<file path="src/rtl/player_link_tx_pkg.sv">
// ---- player_link_tx_pkg : shared player-state types and link framing helpers | rev 1.0 ----
`default_nettype none

package player_link_tx_pkg;

  typedef logic [88:0] data_t;

  typedef struct packed {
    logic [10:0] x;
    logic [9:0]  y;
  } location_t;

  localparam logic [7:0] LINK_SYNC_BYTE     = 8'hA5;
  localparam int         LINK_PAYLOAD_BYTES = 12;

  typedef logic [8*LINK_PAYLOAD_BYTES-1:0] payload_t;

  // Payload byte k counts from the most-significant end (k=0 goes on the wire first).
  function automatic logic [7:0] payload_byte(payload_t p, logic [3:0] k);
    logic [7:0] b;
    b = 8'h00;
    for (int i = 0; i < LINK_PAYLOAD_BYTES; i++) begin
      if (k == 4'(i)) b = p[8*(LINK_PAYLOAD_BYTES-1-i) +: 8];
    end
    return b;
  endfunction

  function automatic logic [7:0] payload_checksum(payload_t p);
    logic [7:0] c;
    c = 8'h00;
    for (int i = 0; i < LINK_PAYLOAD_BYTES; i++) c = c ^ p[8*i +: 8];
    return c;
  endfunction

endpackage

`default_nettype wire

</file>
<file path="src/rtl/player_link_tx_uart.sv">
// ---- uart_byte_tx : 8N1 byte serialiser, accepts a new byte in its final stop cycle | rev 1.0 ----
`default_nettype none

module uart_byte_tx #(
  parameter int CLKS_PER_BIT = 644
) (
  input  logic       clk,
  input  logic       rst,
  input  logic [7:0] byte_in,
  input  logic       byte_valid_in,
  output logic       tx_out,
  output logic       byte_done_out
);

  localparam int             CW           = (CLKS_PER_BIT > 1) ? $clog2(CLKS_PER_BIT) : 1;
  localparam logic [CW-1:0]  LAST_CLK     = CW'(CLKS_PER_BIT - 1);
  localparam logic [CW-1:0]  PRE_LAST_CLK = CW'(CLKS_PER_BIT - 2);

  logic          r_active;
  logic [8:0]    r_shift;
  logic [3:0]    r_bit;
  logic [CW-1:0] r_clk;
  logic          r_tx;
  logic          w_last;

  assign w_last = r_active && (r_bit == 4'd9) && (r_clk == LAST_CLK);
  // Done fires one cycle early so the caller can queue the next byte into the last stop cycle.
  assign byte_done_out = r_active && (r_bit == 4'd9) && (r_clk == PRE_LAST_CLK);
  assign tx_out        = r_tx;

  always_ff @(posedge clk) begin
    if (rst) begin
      r_active <= 1'b0;
      r_shift  <= '1;
      r_bit    <= 4'd0;
      r_clk    <= '0;
      r_tx     <= 1'b1;
    end else if (byte_valid_in && (!r_active || w_last)) begin
      r_active <= 1'b1;
      r_shift  <= {1'b1, byte_in};
      r_bit    <= 4'd0;
      r_clk    <= '0;
      r_tx     <= 1'b0;
    end else if (r_active) begin
      if (r_clk == LAST_CLK) begin
        r_clk <= '0;
        if (r_bit == 4'd9) begin
          r_active <= 1'b0;
          r_tx     <= 1'b1;
        end else begin
          r_bit   <= r_bit + 4'd1;
          r_tx    <= r_shift[0];
          r_shift <= {1'b1, r_shift[8:1]};
        end
      end else begin
        r_clk <= r_clk + 1'b1;
      end
    end
  end

endmodule

`default_nettype wire

</file>
<file path="src/rtl/player_link_tx.sv">
// ---- player_link_tx : frames player state as sync + 12 payload + checksum bytes | rev 1.0 ----
`default_nettype none

module player_link_tx
  import player_link_tx_pkg::*;
#(
  parameter int CLKS_PER_BIT = 644
) (
  input  logic  clk_pixel_in,
  input  logic  rst_in,
  input  data_t player_data_in,
  input  logic  player_scored_in,
  input  logic  data_in_valid,
  output logic  tx_out,
  output logic  busy_out,
  output logic  packet_sent_out
);

  typedef enum logic [2:0] {
    ST_IDLE = 3'd0,
    ST_LOAD = 3'd1,
    ST_SEND = 3'd2,
    ST_NEXT = 3'd3,
    ST_DONE = 3'd4
  } state_t;

  state_t     r_state;
  logic [3:0] r_idx;
  logic       r_busy;
  logic       r_sent;
  logic       r_pend_valid;
  logic       r_pend_scored;
  data_t      r_pend_data;
  payload_t   r_payload;
  logic [7:0] r_checksum;

  payload_t   w_load_payload;
  logic [7:0] w_byte;
  logic       w_byte_valid;
  logic       w_byte_done;

  assign w_load_payload  = {6'b0, r_pend_scored, r_pend_data};
  assign busy_out        = r_busy;
  assign packet_sent_out = r_sent;

  // In NEXT with index k the byte being queued is k+1: payload byte k, or the checksum after the last.
  assign w_byte_valid = (r_state == ST_LOAD) || ((r_state == ST_NEXT) && (r_idx != 4'd13));

  always_comb begin
    w_byte = LINK_SYNC_BYTE;
    if (r_state == ST_NEXT) begin
      if (r_idx == 4'd12) w_byte = r_checksum;
      else                w_byte = payload_byte(r_payload, r_idx);
    end
  end

  always_ff @(posedge clk_pixel_in) begin
    if (rst_in) begin
      r_state       <= ST_IDLE;
      r_idx         <= 4'd0;
      r_busy        <= 1'b0;
      r_sent        <= 1'b0;
      r_pend_valid  <= 1'b0;
      r_pend_scored <= 1'b0;
      r_pend_data   <= '0;
      r_payload     <= '0;
      r_checksum    <= 8'h00;
    end else begin
      r_sent <= 1'b0;

      // Pending slot: newest data wins, but a score event survives until it is loaded.
      if (data_in_valid) begin
        r_pend_data   <= player_data_in;
        r_pend_scored <= player_scored_in |
                         (r_pend_valid & (r_state != ST_LOAD) & r_pend_scored);
        r_pend_valid  <= 1'b1;
      end else if (r_state == ST_LOAD) begin
        r_pend_valid  <= 1'b0;
        r_pend_scored <= 1'b0;
      end

      case (r_state)
        ST_IDLE: begin
          if (data_in_valid) begin
            r_state <= ST_LOAD;
            r_busy  <= 1'b1;
          end
        end
        ST_LOAD: begin
          r_payload  <= w_load_payload;
          r_checksum <= payload_checksum(w_load_payload);
          r_idx      <= 4'd0;
          r_state    <= ST_SEND;
        end
        ST_SEND: begin
          if (w_byte_done) r_state <= ST_NEXT;
        end
        ST_NEXT: begin
          if (r_idx == 4'd13) begin
            r_state <= ST_DONE;
            r_sent  <= 1'b1;
          end else begin
            r_idx   <= r_idx + 4'd1;
            r_state <= ST_SEND;
          end
        end
        ST_DONE: begin
          if (r_pend_valid || data_in_valid) begin
            r_state <= ST_LOAD;
          end else begin
            r_state <= ST_IDLE;
            r_busy  <= 1'b0;
          end
        end
        default: r_state <= ST_IDLE;
      endcase
    end
  end

  uart_byte_tx #(
    .CLKS_PER_BIT (CLKS_PER_BIT)
  ) u_uart (
    .clk           (clk_pixel_in),
    .rst           (rst_in),
    .byte_in       (w_byte),
    .byte_valid_in (w_byte_valid),
    .tx_out        (tx_out),
    .byte_done_out (w_byte_done)
  );

endmodule

`default_nettype wire

</file>
<file path="config.mk">
export PLATFORM = sky130hd
export DESIGN_NAME = player_link_tx
export DESIGN_NICKNAME = d
export VERILOG_FILES = /design/src/rtl/player_link_tx_pkg.sv /design/src/rtl/player_link_tx_uart.sv /design/src/rtl/player_link_tx.sv
export SDC_FILE = /design/constraint.sdc
export NUM_CORES = 1
export LEC_CHECK = 0
export ABC_AREA = 0
export ABC_CLOCK_PERIOD_IN_PS = 3000
export BUFFER_PORTS_ARGS = -buffer_cell sky130_fd_sc_hd__buf_2
export CAP_MARGIN = 20
export CORE_UTILIZATION = 40
export CTS_CLUSTER_DIAMETER = 120
export DETAILED_ROUTE_END_ITERATION = 8
export PLACE_DENSITY = 0.59
export SLEW_MARGIN = 5
export SYNTH_ARGS = -nofsm -noshare
export SYNTH_HDL_FRONTEND = slang
export SYNTH_SLANG_ARGS = --single-unit
</file>
<file path="constraint.sdc">
create_clock -name clk_pixel_in -period 3 [get_ports clk_pixel_in]
set_clock_uncertainty 0.2 [all_clocks]
set_input_delay 0.45 -clock clk_pixel_in [delete_from_list [all_inputs] [get_ports clk_pixel_in]]
set_output_delay 0.45 -clock clk_pixel_in [all_outputs]
set_load 0.02 [all_outputs]
</file>
==> summary.md, run 1 <==
| Metric | Value |
|---|---|
| Asr flop ratio synth | 0% |
| HP Class | in -> reg |
| Status | finished clean |
| Finished Core Util | 51.6% |
| Initial antenna violation count | 0 |
| Antenna Nets Post-Route | 0 |
| Unrepaired setup endpoints after global routing | false |
| Max stage delay on crit path | 0.39 ns |
| Warnings from Yosys | 0 |
| Met1 Use GR | 28.8% |
| GRT Total Usage | between 20% and 30% |
| Sequential area share after synthesis | 44.6% |
| Synth Instances | 1173 |
| CTS tree | yes |
| Max_slew headroom | 54.1% |
| Met2 Use GR | 34.0% |
| DRT Wirelength | 27.4 mm |
| Number of synthesized flops with an enable pin | 0 |
| Setup crit start kind | register |
| Antenna Diode Count | 0 |
| Crit share post-route | 84.8% |
| Die Y | 160 um |
| Filler cell count | 2319 |
| PortBufs | between 90 and 100 |
| Clock buffer depth | 3 |
| Number of global-route vias before repair | 7970 |
| Most frequent cells in the layout | 235 x nand2_1, 222 x dfxtp_1, 127 x nor2_1 |
| Vias | 8469 |
| Std-Cell Rows | 57 |
| H-tree Lvls | 1 |
| Ports | 96 |
| Nets@finish | between 1000 and 1500 |
| Largest net degree at the start of global routing | between 90 and 100 |
| Mapped Area | 9960 um2 |
| WP data arrival | ~2.8 ns |
| Remaining DRCs | 0 |
| Max FO, Critical Path | 13 |
| Top Usage Layer GRT | met2 |
| Grt met3 use | 3.14% |
| Gr ovfl total | 0 |
| CP Capture Type | register |
| Syn nets | 1274 |
| Top_reg_cell synth | dfxtp_1 |
| Power per Cell Area | around 590 nW/um2 |
| Clock-pin slew on the worst setup and hold paths | 0.06 ns |
| Final Slew Violations | 0 |
| Critical Path RT | 3.22 ns |
| Initial core utilization | approximately 41% |
| Final setup viols | 0 |
| Global-route wire length before repair | 43.1 mm |
| Via density | 5.10 |
| Root Driver | clkbuf_16 |
| DIE AREA | 25500 um2 |
| Fmax achieved | 393 MHz |
| DR iter-0 viols | 556 |
| Hold Violations, Final | 0 |
| HPWL after DPL | 18.4 mm |
| Leak pwr | 4.88 nW |
| Area grow syn2layout | 26.3% |
| Post-synthesis area per instance | 8.49 um2 |
| Maximum Capacitance Violations | 0 |
| Die Wd | 160 um |
| Yosys cell types | 59 |
| Critical path type | reg -> reg |
| Clock period minus worst slack | 2.54 ns |
| CP Cell Sequence | inv_1 > ha_1 > inv_1 > a311oi_1 > a311oi_1 > o31ai_1 > a221o_1 |
| DRT Pass-1 Iters | 6 |
| Maximum vdd drop | 0.404 mV |
| Commonest non-fill, non-tap cell in the layout | nand2_1 |
| CTS Buf Count | 26 |
| R2R setup slack | 0.46 ns |
| GPL Wtd Cong | approximately 0.89 |
| CTS sink cnt | 222 |
| Slew @ Worst Pin | 0.689 ns |
| Skew-Pair Late Insertion Delay | 0.54 ns |
| Synthesized flop and latch total | 222 |
| CORE AREA | 24400 um2 |
| Critical path's slowest cell | ha_1 |
| DR WL/cell | about 16 um |
| Share of cells above drive strength 1 | 12.9% |
| Setup TNS | 0 ns |
stage by stage:
step	cell area [um2]	cells	power, mW	setup WS (ns)	hold WS, ns
5_1_grt	12600	1662	7.76	0.322	0.208
6_report	12600	1662	7.48	0.456	0.198
4_1_cts	12600	1662	7.55	0.483	0.186
3_3_place_gp	10700	1528	4.02	0.503	0.244
2_1_floorplan	9960	1173	3.77	0.621	0.231
3_5_place_dp	10700	1528	4.03	0.475	0.251
final cells by class:
cell class	instances	area [um2]	share of cell area, %
multi-input cells	856	5170	41.1
clock inverters	10	193	1.53
flip-flops and latches	222	4440	35.3
repair buffers	203	1570	12.5
inverters	13	48.8	0.388
well taps	324	405	3.22
clock buffers	34	751	5.97
cells by family after synthesis:
kind of cell	count (synthesis)	synth area share (%)
DFF	222	44.6
adders and majority gates	8	1.00
muxes	95	9.60
xor gates and xnor gates	90	8.74
and+or+nand+nor	444	19.0
AOI/OAI and AO/OA	219	13.5
buffers and inverters	95	3.59
power breakdown:
part | internal (mW) | total (mW) | switching, mW | leakage [nW]
clock network | 2.18 | 3.42 | 1.24 | 0.467
logic | 0.441 | 0.852 | 0.411 | 2.60
registers | 3.08 | 3.21 | 0.130 | 1.81
flip-flops by register name, indices dropped and copies added, names as in the netlist:
name             count
busy_out             1
packet_sent_out      1
r_checksum           8
r_idx                4
r_payload           90
r_pend_data         89
r_pend_scored        1
r_pend_valid         1
r_state              3
u_uart.r_active      1
u_uart.r_bit         4
u_uart.r_clk        10
u_uart.r_shift       8
u_uart.tx_out        1
layer usage:
| metal | wire length [um] | part of all wire [%] |
|---|---|---|
| met3 | 1040 | 3.8 |
| met5 | 0 | 0 |
| met1 | 13000 | 48 |
| met4 | 934 | 3.4 |
| met2 | 12400 | 45 |
path summary, 6_finish.rpt:
| check | startpoint | to | depth (start not counted) |
|---|---|---|---|
| max | r_idx[0] | u_uart.r_shift[1] | 7 |
| min | rst_in | r_pend_data[74] | 2 |
| max reg2reg | r_idx[0] | u_uart.r_shift[1] | 7 |
| min reg2reg | r_checksum[5] | r_checksum[5] | 2 |
synth_stat cells (10+ instances only):
library cell	instances	share of area, %
o21ai_0	23	1.2
xor2_1	15	1.3
xnor2_1	69	6.1
nor3_1	13	0.65
nor2b_1	10	0.63
clkbuf_1	69	2.6
mux2i_1	91	9.1
a21oi_1	126	6.3
dfxtp_1	222	45
inv_1	13	0.49
nor2_1	128	4.8
buf_1	12	0.45
nand3_1	10	0.50
nand2_1	236	8.9
timing repair:
action | CTS | global route
endpoints found under the hold margin | 90 | 0
hold buffers | 90 | 0
gates resized for setup | 0 | 0
setup buffers | 0 | 0
worst max-delay path, delay by kind of cell (launching register included):
family / cells / cell delay, ns
fa+ha+maj: 1 / 0.39
buf+inv: 2 / 0.45
compound gates: 4 / 1.03
flops: 1 / 0.38
Note: power is estimated with default switching activity, not from simulation.
==> run 2, diff against run 1 <==
--- a/config.mk
+++ b/config.mk
@@ -6,7 +6,7 @@
 export NUM_CORES = 1
 export LEC_CHECK = 0
 export ABC_AREA = 0
-export ABC_CLOCK_PERIOD_IN_PS = 3000
+export ABC_CLOCK_PERIOD_IN_PS = 2700
 export BUFFER_PORTS_ARGS = -buffer_cell sky130_fd_sc_hd__buf_2
 export CAP_MARGIN = 20
 export CORE_UTILIZATION = 40
==> constraint.sdc (replaced) <==
create_clock -name clk_pixel_in -period 2.7 [get_ports clk_pixel_in]
set_clock_uncertainty 0.2 [all_clocks]
set_input_delay 0.405 -clock clk_pixel_in [delete_from_list [all_inputs] [get_ports clk_pixel_in]]
set_output_delay 0.405 -clock clk_pixel_in [all_outputs]
set_load 0.02 [all_outputs]
==> summary.md, run 2 (synthesis gave the netlist of run 1 again) <==
| Metric | Value |
|---|---|
| Status | finished clean |
| Worst path depth | 5 (-2) |
| PortBufs | 95 (unchanged) |
| Unrepaired setup endpoints after global routing | false |
| Largest net degree at the start of global routing | 103 (+8.4%) |
| Initial antenna violation count | 0 (unchanged) |
| Clock period minus worst slack | 2.49 ns (-0.0539 ns) |
| Die Y | 160 um (unchanged) |
| GPL Wtd Cong | 0.931 (+4.7%) |
| Ports | 96 (unchanged) |
| FF-to-FF path depth | 5 (-2) |
| Hold Violations, Final | 0 (unchanged) |
| H-tree Lvls | 1 (unchanged) |
| Max_slew headroom | 47.0% (-7.1 points) |
| Multi-input gate area in the final layout | 5170 um2 (unchanged) |
| DRT Wirelength | 26.8 mm (-2.2%) |
| Crit share post-route | 92.2% (+7.4 points) |
| Slew @ Worst Pin | 0.795 ns (+0.106 ns) |
| Final setup viols | 0 (unchanged) |
| Gr ovfl total | 0 (unchanged) |
| FF+latch area | 4440 um2 (unchanged) |
| Crit. Startpoint | u_uart.r_clk[5] |
| DR WL/cell | 16.1 um (-2.6%) |
| WP buf/inv | 0 (-2) |
| Via density | 5.08 (-0.30%) |
| Power per Cell Area | 627 nW/um2 (+5.6%) |
| HPWL after DPL | 18.3 mm (-0.47%) |
| FF-to-FF Start | u_uart.r_clk[5] |
| CP Cell Sequence | or4b_4 > o41ai_4 > nand2_2 > a211o_1 > a32o_1 |
| Skew-Pair Late Insertion Delay | 0.52 ns (-0.02 ns) |
| R2R setup slack | 0.21 ns (-0.25 ns) |
| Hold_ws | 0.155 ns (-0.0437 ns) |
| WP data arrival | 2.70 ns (-0.06 ns) |
| Critical path's slowest cell | or4b_4 |
| Fin cells | 1669 (+0.42%) |
| Leak pwr | 4.86 nW (-0.38%) |
| Root Driver | clkbuf_16 |
| Most frequent cells in the layout | 235 x nand2_1, 222 x dfxtp_1, 127 x nor2_1 |
| Placement Cell Area | 10800 um2 (+0.61%) |
| Antenna Nets Post-Route | 0 (unchanged) |
| Area grow syn2layout | 25.8% |
| Largest register FFs | 90 (unchanged) |
| CORE AREA | 24400 um2 (unchanged) |
| Remaining DRCs | 0 (unchanged) |
| CP Capture Type | register |
| GRT Total Usage | 21.0% (-0.18 points) |
| Share of cells above drive strength 1 | 13.2% (+0.30 points) |
| Setup crit start kind | register |
| Resized cells post-CTS | 0 (unchanged) |
| Maximum vdd drop | 0.477 mV (+18%) |
| Clock-pin slew on the worst setup and hold paths | 0.06 ns (about the same) |
| Commonest non-fill, non-tap cell in the layout | nand2_1 |
| Post-route cell area | 12500 um2 (-0.43%) |
| Initial core utilization | 40.8% (unchanged) |
| Critical Path RT | 2.91 ns (-0.31 ns) |
| Biggest register | r_payload |
| Worst reg2reg endpoint | u_uart.r_shift[2] |
| Number of global-route vias before repair | 7947 (-0.29%) |
| Cells after DPL | 1535 (+0.46%) |
| Die Wd | 160 um (unchanged) |
| Final Slew Violations | 0 (unchanged) |
| Global-route wire length before repair | 43.2 mm (+0.13%) |
| Setup TNS | 0 ns (unchanged) |
| DR iter-0 viols | 580 (+4.3%) |
| Critical path type | reg -> reg |
| HP Class | in -> reg |
| Std-Cell Rows | 57 (unchanged) |
| Setup crit end | u_uart.r_shift[2] |
| Nets@finish | 1428 (+0.35%) |
| Filler cell count | 2364 (+1.9%) |
| Antenna Diode Count | 0 (unchanged) |
| CTS Buf Count | 24 (-7.7%) |
| Clock buffer depth | 3 (unchanged) |
| Crit-path leading delay family | compound AO/OA/AOI/OAI gates |
| Maximum Capacitance Violations | 0 (unchanged) |
| CTS sink cnt | 222 (unchanged) |
| Fmax achieved | 402 MHz (+2.2%) |
| Max FO, Critical Path | 7 (-6) |
| Max stage delay on crit path | 0.60 ns (+0.21 ns) |
| CTS tree | yes |
| Top Registers | r_payload (90), r_pend_data (89), u_uart.r_clk (10) |
| DRT Pass-1 Iters | 4 (-2) |
| Vias | 8479 (+0.12%) |
| DIE AREA | 25500 um2 (unchanged) |
==> run 2: power breakdown <==
| group | internal, mW | switching (mW) | total [mW] |
|---|---|---|---|
| sequential | 3.42 | 0.139 | 3.56 |
| combinational | 0.497 | 0.447 | 0.944 |
| clock | 2.04 | 1.32 | 3.36 |
| total | 5.96 | 1.90 | 7.86 |
==> run 2: what timing repair did <==
item / 4_1_cts / 5_1_grt
hold buffers: 90 / 0
setup buffers: 0 / 0
endpoints found under the hold margin: 90 / 0
==> run 2: metal layers <==
| metal | routed length, um | track usage [%] | vias up |
|---|---|---|---|
| li1 | - | - | 4285 |
| met1 | 12600 | 28.6 | 3981 |
| met2 | 12600 | 35.5 | 177 |
| met3 | 1070 | 2.18 | 36 |
| met4 | 511 | 5.37 | 0 |
| met5 | 0 | 0 | - |
==> run 2: how the worst min path moves through the flow <==
stage	startpoint	to	cells past startpoint
after floorplan	r_payload[23]	r_payload[23]	2
after global placement	r_payload[80]	r_payload[80]	2
after detailed placement	r_payload[66]	r_payload[66]	2
after CTS	data_in_valid	r_pend_valid	3
after global routing	data_in_valid	r_pend_valid	3
final	data_in_valid	r_pend_valid	3
==> run 2: area by class of cell <==
class | instances | area share (%)
multi-input cells | 856 | 41.3
flip-flops and latches | 222 | 35.5
repair buffers | 210 | 13.1
clock buffers | 34 | 5.74
well taps | 324 | 3.24
clock inverters | 10 | 0.839
inverters | 13 | 0.389
==> run 2: worst reg2reg max path, delay by kind of cell, from the launching register on <==
family / cells / cell delay [ns]
and+or+nand+nor: 2 / 0.80
DFF: 1 / 0.33
AOI/OAI and AO/OA: 3 / 1.05
==> run 2: stage by stage <==
| step | worst slack [ns] | power [mW] | util, % |
|---|---|---|---|
| global placement | 0.281 | 4.47 | 44.3 |
| floorplan | 0.321 | 4.19 | - |
| detailed placement | 0.240 | 4.47 | 44.3 |
| finish | 0.210 | 7.86 | 51.4 |
| global route | 0.0972 | 8.19 | 51.4 |
| CTS | 0.206 | 7.95 | 51.4 |
==> run 3, diff against run 2 <==
--- a/config.mk
+++ b/config.mk
@@ -7,7 +7,7 @@
 export LEC_CHECK = 0
 export ABC_AREA = 0
 export ABC_CLOCK_PERIOD_IN_PS = 2700
-export BUFFER_PORTS_ARGS = -buffer_cell sky130_fd_sc_hd__buf_2
+export BUFFER_PORTS_ARGS = -buffer_cell sky130_fd_sc_hd__buf_4
 export CAP_MARGIN = 20
 export CORE_UTILIZATION = 40
 export CTS_CLUSTER_DIAMETER = 120
==> summary.md, run 3 (synthesis gave the netlist of run 1 again) <==
| Metric | Value |
|---|---|
| Initial antenna violation count | 0 (unchanged) |
| CTS Buf Count | 24 (unchanged) |
| Remaining DRCs | 0 (unchanged) |
| DRT Wirelength | 26.9 mm (+0.29%) |
| WP data arrival | 2.77 ns (+0.07 ns) |
| Final Slew Violations | 0 (unchanged) |
| Cells after DPL | 1534 (-0.065%) |
| Maximum vdd drop | 0.348 mV (-27%) |
| CTS tree | yes |
| Via density | 5.05 (-0.53%) |
| Commonest non-fill, non-tap cell in the layout | nand2_1 |
| Global-route wire length before repair | 43.3 mm (+0.18%) |
| Vias | 8429 (-0.59%) |
| Clock period minus worst slack | 2.56 ns (+0.0739 ns) |
| Hold Violations, Final | 0 (unchanged) |
| PortBufs | 95 (unchanged) |
| Top Registers | r_payload (90), r_pend_data (89), u_uart.r_clk (10) |
| Maximum Capacitance Violations | 0 (unchanged) |
| Root Driver | clkbuf_16 |
| Clock buffer depth | 3 (unchanged) |
| CP Capture Type | register |
| Largest register FFs | 90 (unchanged) |
| DIE AREA | 25500 um2 (unchanged) |
| Largest net degree at the start of global routing | 103 (unchanged) |
| Std-Cell Rows | 57 (unchanged) |
| CTS sink cnt | 222 (unchanged) |
| Setup crit start kind | register |
| Slew @ Worst Pin | 0.743 ns (-0.0522 ns) |
| Clock-pin slew on the worst setup and hold paths | 0.06 ns (about the same) |
| Power per Cell Area | 635 nW/um2 (+1.2%) |
| Number of global-route vias before repair | 8088 (+1.8%) |
| Critical Path RT | 2.91 ns (about the same) |
| Biggest register | r_payload |
| DR iter-0 viols | 515 (-11%) |
| Share of cells above drive strength 1 | 13.3% (+0.16 points) |
| Initial core utilization | 40.8% (unchanged) |
| Antenna Nets Post-Route | 0 (unchanged) |
| Filler cell count | 2304 (-2.5%) |
| Gr ovfl total | 0 (unchanged) |
| Critical path type | reg -> reg |
| Die Y | 160 um (unchanged) |
| Fin cells | 1668 (-0.060%) |
| HPWL after DPL | 18.4 mm (+0.56%) |
| Final setup viols | 0 (unchanged) |
| Ports | 96 (unchanged) |
| Max FO, Critical Path | 11 (+4) |
| GPL Wtd Cong | 0.873 (-6.3%) |
| Skew-Pair Late Insertion Delay | 0.52 ns (about the same) |
| Fmax achieved | 390 MHz (-2.9%) |
| Unrepaired setup endpoints after global routing | false |
| H-tree Lvls | 1 (unchanged) |
| Leak pwr | 4.98 nW (+2.4%) |
| Antenna Diode Count | 0 (unchanged) |
| Die Wd | 160 um (unchanged) |
| CORE AREA | 24400 um2 (unchanged) |
| Setup TNS | 0 ns (unchanged) |
| Nets@finish | 1427 (-0.070%) |
| Max_slew headroom | 50.5% (+3.5 points) |
| Most frequent cells in the layout | 235 x nand2_1, 222 x dfxtp_1, 127 x nor2_1 |
| Status | finished clean |
| HP Class | in -> reg |
| GRT Total Usage | 21.0% (about the same) |
| Crit share post-route | 95.0% (+2.7 points) |
| Area grow syn2layout | 29.1% |
| DR WL/cell | 16.1 um (+0.35%) |
| DRT Pass-1 Iters | 5 (+1) |
==> run 3: changes by cell type in the layout (fill, tap and decap cells not counted), sizes merged <==
cell	previous run	this run
buf	120	119
bufinv	2	4
clkinvlp	2	1
clkbuf	34	35
clkinv	6	4
==> run 3: layer usage <==
metal  wire length [um]  vias to the layer above  GRT usage [%]
met5                  0                        -              0
li1                   -                     4290              -
met4                834                        0           7.36
met1              12900                     3926           28.9
met3                991                       49           2.49
met2              12200                      164           33.9
==> run 3: path summary, 6_finish.rpt <==
check	start	end	slack, ns	cells past startpoint
max reg2reg	r_idx[1]	u_uart.r_shift[1]	0.14	6
min	data_in_valid	r_pend_data[2]	0.06	3
max	r_idx[1]	u_uart.r_shift[1]	0.14	6
min reg2reg	r_payload[66]	r_payload[66]	0.26	2
==> run 3: timing repair <==
item | CTS | global route
resized for setup | 0 | 2
hold endpoints to repair | 90 | 0
buffers inserted | 0 | 0
endpoints found under the setup margin | 0 | 2
hold buffers | 90 | 0
==> run 3: worst max-delay path: stages (launching register included) <==
cell and delay (ns):
dfxtp_1 0.39, inv_1 0.09, ha_1 0.36, and4_1 0.35, nor2_1 0.40, nand2_1 0.30
a221o_1 0.37
==> run 3: cell type report <==
| class | instances | area [um2] | area share (%) |
|---|---|---|---|
| clock buffers | 35 | 743 | 5.78 |
| clock inverters | 9 | 148 | 1.15 |
| inverters | 13 | 48.8 | 0.379 |
| multi-input cells | 856 | 5180 | 40.2 |
| flip-flops and latches | 222 | 4440 | 34.5 |
| well taps | 324 | 405 | 3.15 |
| repair buffers | 209 | 1900 | 14.8 |
==> run 3: through the flow <==
stage	hold WS [ns]	utilization, %	total power [mW]	area (um2)	setup WS [ns]
floorplan	0.231	-	4.19	9960	0.321
global placement	0.245	45.4	4.51	11100	0.290
CTS	0.0485	52.7	8.26	12900	0.220
finish	0.0561	52.7	8.17	12900	0.136
detailed placement	0.249	45.4	4.52	11100	0.241
global route	0.0737	52.7	8.49	12900	0.00897
==> run 3: power breakdown <==
part	internal, mW	switching (mW)	total (mW)	leakage, nW
clock network	2.28	1.34	3.62	0.440
logic	0.538	0.450	0.989	2.73
registers	3.42	0.140	3.56	1.81
